===== src/rtl/beta_trap_ctrl_pkg.sv =====
// Shared encodings for the Beta trap controller: PCSEL values, trap vectors, XP index,
// CAUSE codes and the trap FSM state type.
package beta_trap_ctrl_pkg;

    typedef enum logic [2:0] {
        PcselPc4   = 3'd0,
        PcselBr    = 3'd1,
        PcselJt    = 3'd2,
        PcselIllop = 3'd3,
        PcselIrq   = 3'd4
    } pcsel_e;

    localparam logic [31:0] IllopVector = 32'h8000_0004;
    localparam logic [31:0] IrqVector   = 32'h8000_0008;

    // XP register that receives PC+4 when WASEL selects it
    localparam logic [4:0] XpIdx = 5'd30;

    localparam logic [2:0] CauseNone    = 3'd0;
    localparam logic [2:0] CauseIllop   = 3'd1;
    localparam logic [2:0] CauseIrqBase = 3'd2;

    typedef enum logic {
        StRun     = 1'b0,
        StTrapped = 1'b1
    } trap_state_e;

    function automatic logic [2:0] irq_cause(input logic [2:0] idx);
        return CauseIrqBase + idx;
    endfunction

endpackage


===== src/rtl/beta_irq_sync.sv =====
// Multi-flop synchroniser for one asynchronous interrupt line, followed by a rising-edge
// detector on the synchronised level.
module beta_irq_sync #(
    parameter int unsigned Stages = 2
) (
    input  logic clk_i,
    input  logic rst_ni,
    input  logic irq_i,
    output logic rise_o
);

    logic [Stages-1:0] sync_q, sync_d;
    logic              prev_q, prev_d;

    always_comb begin
        sync_d = {sync_q[Stages-2:0], irq_i};
        prev_d = sync_q[Stages-1];
    end

    always_ff @(posedge clk_i or negedge rst_ni) begin
        if (!rst_ni) begin
            sync_q <= '0;
            prev_q <= 1'b0;
        end else begin
            sync_q <= sync_d;
            prev_q <= prev_d;
        end
    end

    assign rise_o = sync_q[Stages-1] & ~prev_q;

endmodule


===== src/rtl/beta_trap_ctrl.sv =====
// Trap/interrupt controller for the unpipelined Beta: latches synchronised IRQ edges,
// arbitrates them against illegal opcodes and overrides the decoder's selects on a take.
module beta_trap_ctrl
    import beta_trap_ctrl_pkg::*;
#(
    parameter int unsigned IRQ_W       = 4,
    parameter int unsigned SYNC_STAGES = 2
) (
    input  logic             CLK,
    input  logic             RESET_N,
    input  logic [IRQ_W-1:0] IRQ,
    input  logic [IRQ_W-1:0] IRQ_MASK,
    input  logic             INST_VALID,
    input  logic             ILLOP,
    input  logic             PC_SUPER,
    input  logic [2:0]       DEC_PCSEL,
    input  logic             DEC_WASEL,
    input  logic [1:0]       DEC_WDSEL,
    input  logic             DEC_WERF,
    input  logic             DEC_MWR,
    output logic [2:0]       PCSEL,
    output logic             WASEL,
    output logic [1:0]       WDSEL,
    output logic             WERF,
    output logic             MWR,
    output logic [IRQ_W-1:0] IACK,
    output logic [2:0]       CAUSE,
    output logic             IN_HANDLER,
    output logic             DOUBLE_FAULT
);

    logic [IRQ_W-1:0] irq_rise;
    logic [IRQ_W-1:0] pend_q, pend_d;
    logic [IRQ_W-1:0] iack_q, iack_d;
    logic [2:0]       cause_q, cause_d;
    logic             df_q, df_d;
    trap_state_e      state_q, state_d;

    logic [IRQ_W-1:0] masked;
    logic [IRQ_W-1:0] winner;
    logic [2:0]       win_idx;
    logic             illop_take;
    logic             irq_take;
    logic             take;

    for (genvar g = 0; g < IRQ_W; g++) begin : g_sync
        beta_irq_sync #(
            .Stages (SYNC_STAGES)
        ) u_sync (
            .clk_i  (CLK),
            .rst_ni (RESET_N),
            .irq_i  (IRQ[g]),
            .rise_o (irq_rise[g])
        );
    end

    // Arbitration: illop ignores mode and mask; irqs only in user mode, lowest index wins.
    always_comb begin
        masked  = pend_q & ~IRQ_MASK;
        winner  = '0;
        win_idx = '0;
        for (int k = int'(IRQ_W) - 1; k >= 0; k--) begin
            if (masked[k]) begin
                winner    = '0;
                winner[k] = 1'b1;
                win_idx   = 3'(k);
            end
        end
        illop_take = INST_VALID & ILLOP;
        irq_take   = INST_VALID & ~ILLOP & ~PC_SUPER & (|masked);
        take       = illop_take | irq_take;
    end

    // A take squashes the instruction: PC+4 goes to XP and any store is dropped.
    always_comb begin
        PCSEL = DEC_PCSEL;
        WASEL = DEC_WASEL;
        WDSEL = DEC_WDSEL;
        WERF  = DEC_WERF;
        MWR   = DEC_MWR;
        if (take) begin
            PCSEL = illop_take ? PcselIllop : PcselIrq;
            WASEL = 1'b1;
            WDSEL = 2'b00;
            WERF  = 1'b1;
            MWR   = 1'b0;
        end
    end

    always_comb begin
        iack_d  = irq_take ? winner : '0;
        // Clear only the acknowledged line; a fresh edge in the same cycle re-arms it.
        pend_d  = (pend_q & ~iack_d) | irq_rise;
        cause_d = cause_q;
        if (illop_take) begin
            cause_d = CauseIllop;
        end else if (irq_take) begin
            cause_d = irq_cause(win_idx);
        end
        df_d    = df_q | (illop_take & (state_q == StTrapped));
        state_d = state_q;
        unique case (state_q)
            StRun: begin
                if (take) state_d = StTrapped;
            end
            StTrapped: begin
                if (!take && INST_VALID && !PC_SUPER) state_d = StRun;
            end
            default: state_d = StRun;
        endcase
    end

    always_ff @(posedge CLK or negedge RESET_N) begin
        if (!RESET_N) begin
            pend_q  <= '0;
            iack_q  <= '0;
            cause_q <= CauseNone;
            df_q    <= 1'b0;
            state_q <= StRun;
        end else begin
            pend_q  <= pend_d;
            iack_q  <= iack_d;
            cause_q <= cause_d;
            df_q    <= df_d;
            state_q <= state_d;
        end
    end

    assign IACK         = iack_q;
    assign CAUSE        = cause_q;
    assign IN_HANDLER   = (state_q == StTrapped);
    assign DOUBLE_FAULT = df_q;

endmodule


===== config.mk =====
export PLATFORM = sky130hd
export DESIGN_NAME = beta_trap_ctrl
export DESIGN_NICKNAME = d
export VERILOG_FILES = /design/src/rtl/beta_trap_ctrl_pkg.sv /design/src/rtl/beta_irq_sync.sv /design/src/rtl/beta_trap_ctrl.sv
export SDC_FILE = /design/constraint.sdc
export NUM_CORES = 1
export LEC_CHECK = 0
export BUFFER_PORTS_ARGS = -buffer_cell sky130_fd_sc_hd__buf_4
export CAP_MARGIN = 10
export CORE_UTILIZATION = 46
export CTS_CLUSTER_SIZE = 14
export DETAILED_ROUTE_END_ITERATION = 8
export PLACE_DENSITY = 0.81
export SETUP_SLACK_MARGIN = 0.02
export SLEW_MARGIN = 20
export SYNTH_ARGS = -nofsm -noshare
export SYNTH_HDL_FRONTEND = slang
export SYNTH_SLANG_ARGS = --single-unit

===== constraint.sdc =====
create_clock -name CLK -period 1.8 [get_ports CLK]
set_clock_uncertainty 0.1 [all_clocks]
set_input_delay 0.36 -clock CLK [delete_from_list [all_inputs] [get_ports CLK]]
set_output_delay 0.36 -clock CLK [all_outputs]
set_load 0.01 [all_outputs]

### After elaboration in Yosys (flattened, before gate mapping)

Index checks and enable logic that the tools add are counted.

| storage, ports and cells | value |
|---|---|
| bits in registers | 25 |
| input bits | 21 |
| logic and storage cells | 63 |

| cells by class | value |
|---|---|
| mux-type cells | 20 |
| bitwise operators | 23 |
| reduce and logical (&&, ||, !) cells | 6 |
| $add $sub $neg | 1 |

Operators with widths:

| kind | count |
|---|---|
| $mux W4 | 5 |
| $mux W3 | 6 |
| $and A1 B1 Y1 | 9 |
| $and A4 B4 Y4 | 2 |
| $not A4 Y4 | 2 |
| $not A1 Y1 | 7 |
| $mux W2 | 3 |
| $mux W1 | 5 |
| $or A4 B4 Y4 | 1 |
| $reduce_or A4 Y1 | 1 |
| $add A2 B3 Y3 const A | 1 |
| $logic_and A1 B1 Y1 | 2 |
| $logic_not A1 Y1 | 2 |
| $or A1 B1 Y1 | 2 |
| $pmux W1 S2 | 1 |
| $reduce_bool A2 Y1 | 1 |

### Logic depth before layout (Yosys ltp)

| logic depth | value |
|---|---|
| word-level depth | 10 |
| mapped depth | 4 |

### Cells and area by module

Synthesis repeated with hierarchy kept, for this count alone.

| unflattened totals | value |
|---|---|
| cells, all modules | 82 |
| area, all modules | 1011.0 um^2 |

By module, submodules not included:

| module | times used | area an instance (um^2) | cells each |
|---|---|---|---|
| beta_trap_ctrl | 1 | 655.6 | 66 |
| beta_irq_sync | 4 | 88.8 | 4 |

### Worst setup path before layout

Ideal clock, no wire load.

| path | value |
|---|---|
| path kind | input -> output |
| start point | input IRQ_MASK[3] |
| end point | output MWR |
| path slack | 227 ps |
| stages on the path | 4 |
| arrival | 1113 ps |
| data required time | 1340 ps |
| path buffers | 0 |
| cell sequence | nand2b_1 > nand4_1 > a21oi_1 > and2_1 |

| between the ends | value |
|---|---|
| word-level cells in the longest chain between the ends | 6 |

Ends and longest elaborated chain:

| element | RTL line | source |
|---|---|---|
| from (decl) | beta_trap_ctrl.sv:12 | `input logic [IRQ_W-1:0] IRQ_MASK,` |
| $not A4 Y4 | beta_trap_ctrl.sv:59 | `masked = pend_q & ~IRQ_MASK;` |
| $and A4 B4 Y4 | beta_trap_ctrl.sv:59 |  |
| $reduce_or A4 Y1 | beta_trap_ctrl.sv:70 | `irq_take = INST_VALID & ~ILLOP & ~PC_SUPER & (\|masked);` |
| $and A1 B1 Y1 | beta_trap_ctrl.sv:70 |  |
| $or A1 B1 Y1 | beta_trap_ctrl.sv:71 | `take = illop_take \| irq_take;` |
| $mux W1 | beta_trap_ctrl.sv:81 | `if (take) begin` |
| to (decl) | beta_trap_ctrl.sv:25 | `output logic MWR,` |

Every way passes these cells.

### Worst setup path in the final report

| path | value |
|---|---|
| start point | register pend_q[2] |
| end point | output MWR |

| between the ends | value |
|---|---|
| word-level cells in the longest chain between the ends | 5 |

Ends and longest elaborated chain:

| element | RTL line | source |
|---|---|---|
| from (decl) | beta_trap_ctrl.sv:33 | `logic [IRQ_W-1:0] pend_q, pend_d;` |
| from (signal assigned) | beta_trap_ctrl.sv:121 | `pend_q <= pend_d;` |
| $and A4 B4 Y4 | beta_trap_ctrl.sv:59 |  |
| $reduce_or A4 Y1 | beta_trap_ctrl.sv:70 |  |
| $and A1 B1 Y1 | beta_trap_ctrl.sv:70 |  |
| $or A1 B1 Y1 | beta_trap_ctrl.sv:71 |  |
| $mux W1 | beta_trap_ctrl.sv:81 |  |

Every way passes these cells.

==> results.md <==
- Status: finished with violations
- Failing checks: negative setup slack
- Critical path class: flop to output pin
- Layout net count: 156
- Synth Area in Compound Gates: 10.13%
- CP Max Fanout: 5
- Setup TNS: -2.430 ns
- Largest family of logic cells by synthesized area: simple AND/OR/NAND/NOR gates
- Diodes inserted: 0
- Critical Path, Cell by Cell: nand2b_1 > nand4_1 > a21oi_4 > and2_4 > buf_6
- Sw Ratio: 26.27%
- GP Congestion: 0.8795
- Cells after DPL: 148
- Final Power: 1.074 mW
- Initial DRC count: 10
- Via count: 786
- Drt first pass iters: 4
- Routed WL per cell: 12.75 um
- Xor/xnor share of the synthesized area: 0%
- # H-tree levels: 1
- Layout area overhead: 50.53%
- #FFs+latches synth: 25
- Critical Path RT: 1.34 ns
- Startpoint types: flop
- GRT Residual Overflow: 0
- Mapped cell area: 950.9 um2
- TritonCTS clock tree: built
- Post-DP HPWL: 1352 um
- Layout cell share with drive strength beyond 1: 44.78%
- Initial antenna violation count: 0
- Remaining DRCs: 0
- Post-Synth Simple-Gate Area: 21.05%
- Worst-path cell with the longest stage delay: dfrtp_1
- # clock sinks: 25
- Post-DP Area: 1285 um2
- Netlist cell types: 20
- Post-synthesis mux area share: 1.053%
- Clock power frac: 25.1%
- Peak supply drop: 0.0007066 V
- PortBufs: 37
- Post-Synth Adder-Cell Area: 0%
- HP Class: primary input to flop
- Final min period: 2.140 ns
- Final WL: 2052 um
- IO Pins: 38
- Fin crit share: 118.9%
- Design Area, Final: 1431 um2
- Comb pwr share: 18.8%
- Core area: 1962 um2
- Vias in the first global route: 712
- Fmax achieved: 467.2 MHz
- Syn. warnings: 0
- Sequential area share after synthesis: 65.79%
- Min Hold Slack: 0.02086 ns
- Site Rows: 16
- Synth area leaders: dfrtp_1 (66%), nand2b_1 (4.6%), o21ai_0 (3.7%), nand2_1 (2.8%), a21oi_1 (2.6%)
- Non-Filler Instances: 161
- Die width: 47.47 um
- Syn nets: 102
- Critical Path AT: 1.68 ns
- Fin. max-slew vios: 0
- CTS buffer count: 3
- Final setup viols: 8
- Initial Utilization: 48.47%
- Worst slew pin tran: 0.3190 ns
- CTS Root Buffer Type: clkbuf_4
- Post-Synthesis Cells: 81
- Clk_lat worst skew: 0.33 ns
- Via/cell ratio: 4.882
- Die Y: 47.47 um
- Final hold violation count: 0
- Largest net degree at the start of global routing: 26
- LEAKAGE: 0.7032 nW
- Worst-path clk slew: 0.15 ns
- Die ar.: 2253 um2
- Max cap viols: 0
- Internal power: 0.7922 mW
- Switch Pwr: 0.2823 mW
- Final core area utilization: 72.96%
- Synth area leader: dfrtp_1
- CTS Buffer Depth: 2
- Largest stage delay on the critical path: 0.41 ns
- Relative slew slack: 78.71%
- GR Util All Layers: 19.26%
- Critical Path Sink Type: output pin
- PwrDens: 750.7 nW/um2
- Avg Inst Size Synth: 11.74 um2
- Post-route ant nets: 0
- Setup WS post-layout: -0.3404 ns
- Synth top area share: 65.79%
- First-pass GRT wire length: 2953 um
- RSZ-0062 raised after global routing: yes
- Post-Place Worst Slack: -0.09640 ns
- Sequential Power Share: 56.1%
flip-flops by register name (all words and copies together), names as in the netlist:
signal / flops
g_sync.u_sync.sync_q: 8
IACK: 4
CAUSE: 3
IN_HANDLER: 1
pend_q: 4
g_sync.u_sync.prev_q: 4
DOUBLE_FAULT: 1
worst max-delay path: cells and delay by family (launching register included):
kind / cells / cell delay (ns)
and+or+nand+nor: 3 / 0.55
DFF: 1 / 0.41
buffers and inverters: 1 / 0.10
AOI/OAI and AO/OA: 1 / 0.29
path summary, 6_finish.rpt:
check | depth (start not counted) | from | end | slack [ns]
min reg2reg | 0 | g_sync[0].u_sync.sync_q[0] | g_sync[0].u_sync.sync_q[1] | 0.27
min in group asynchronous | 2 | RESET_N | IACK[2] | 0.34
min | 1 | IRQ[2] | g_sync[2].u_sync.sync_q[0] | 0.02
max reg2reg | 5 | pend_q[2] | CAUSE[0] | 0.38
max | 5 | pend_q[2] | MWR | -0.34
max in group asynchronous | 2 | RESET_N | DOUBLE_FAULT | 1.02
logic make-up (layout without fill, tap and decap cells):
kind of cell	count (synthesis)	in the layout
buffers and inverters	5	58
AOI/OAI and AO/OA	17	17
DFF	25	25
muxes	1	1
and+or+nand+nor	33	33
power by group through the flow:
stage | combinational [mW] | sequential (mW) | clock, mW
floorplan | 0.0615 | 0.617 | 0
detailed placement | 0.167 | 0.615 | 0
finish | 0.202 | 0.603 | 0.269
CTS | 0.187 | 0.603 | 0.279
global placement | 0.162 | 0.613 | 0
global route | 0.221 | 0.608 | 0.295
area by class of cell:
type                    count  area, um2
multi-input cells          51      332.8
fillers                   137      530.5
inverters                   5      18.77
clock inverters             1      8.758
repair buffers             49      389.1
flip-flops and latches     25      625.6
well taps                  27      33.78
clock buffers               3      22.52
cell usage after synthesis (all sizes together):
master / number
o31ai: 1
dfrtp: 25
nor2b: 2
nand4: 1
nand2: 7
o21ai: 7
a21o: 3
nor3b: 1
mux2i: 1
a21oi: 5
nand3: 1
o22ai: 1
nor4b: 2
nand2b: 7
nor2: 5
inv: 5
or3b: 1
nor3: 2
and2: 4
layout by cell type, fill, tap and decap left out, types with 2 or more instances in the layout:
| cell type | n |
|---|---|
| a21o_1 | 3 |
| a21oi_1 | 4 |
| and2_1 | 2 |
| and2_4 | 2 |
| buf_4 | 43 |
| buf_6 | 5 |
| clkbuf_4 | 3 |
| dfrtp_1 | 25 |
| inv_1 | 5 |
| nand2_1 | 5 |
| nand2b_1 | 7 |
| nor2_1 | 5 |
| nor2b_1 | 2 |
| nor4b_1 | 2 |
| o21ai_0 | 7 |
what timing repair did:
item / CTS / global route
pin swaps: 6 / 3
hold buffers: 1 / 0
buffers inserted: 5 / 3
hold endpoints to repair: 25 / 0
setup endpoints to repair: 8 / 8
gates resized for setup: 7 / 5
per-layer routing:
metal,vias up,part of all wire [%],global-route usage [%]
li1,377,-,-
met1,372,41,23.40
met2,33,50,32.05
met3,4,6.9,3.396
met4,0,1.9,11.43
met5,-,0,0
(Power assumes the default switching activity.)
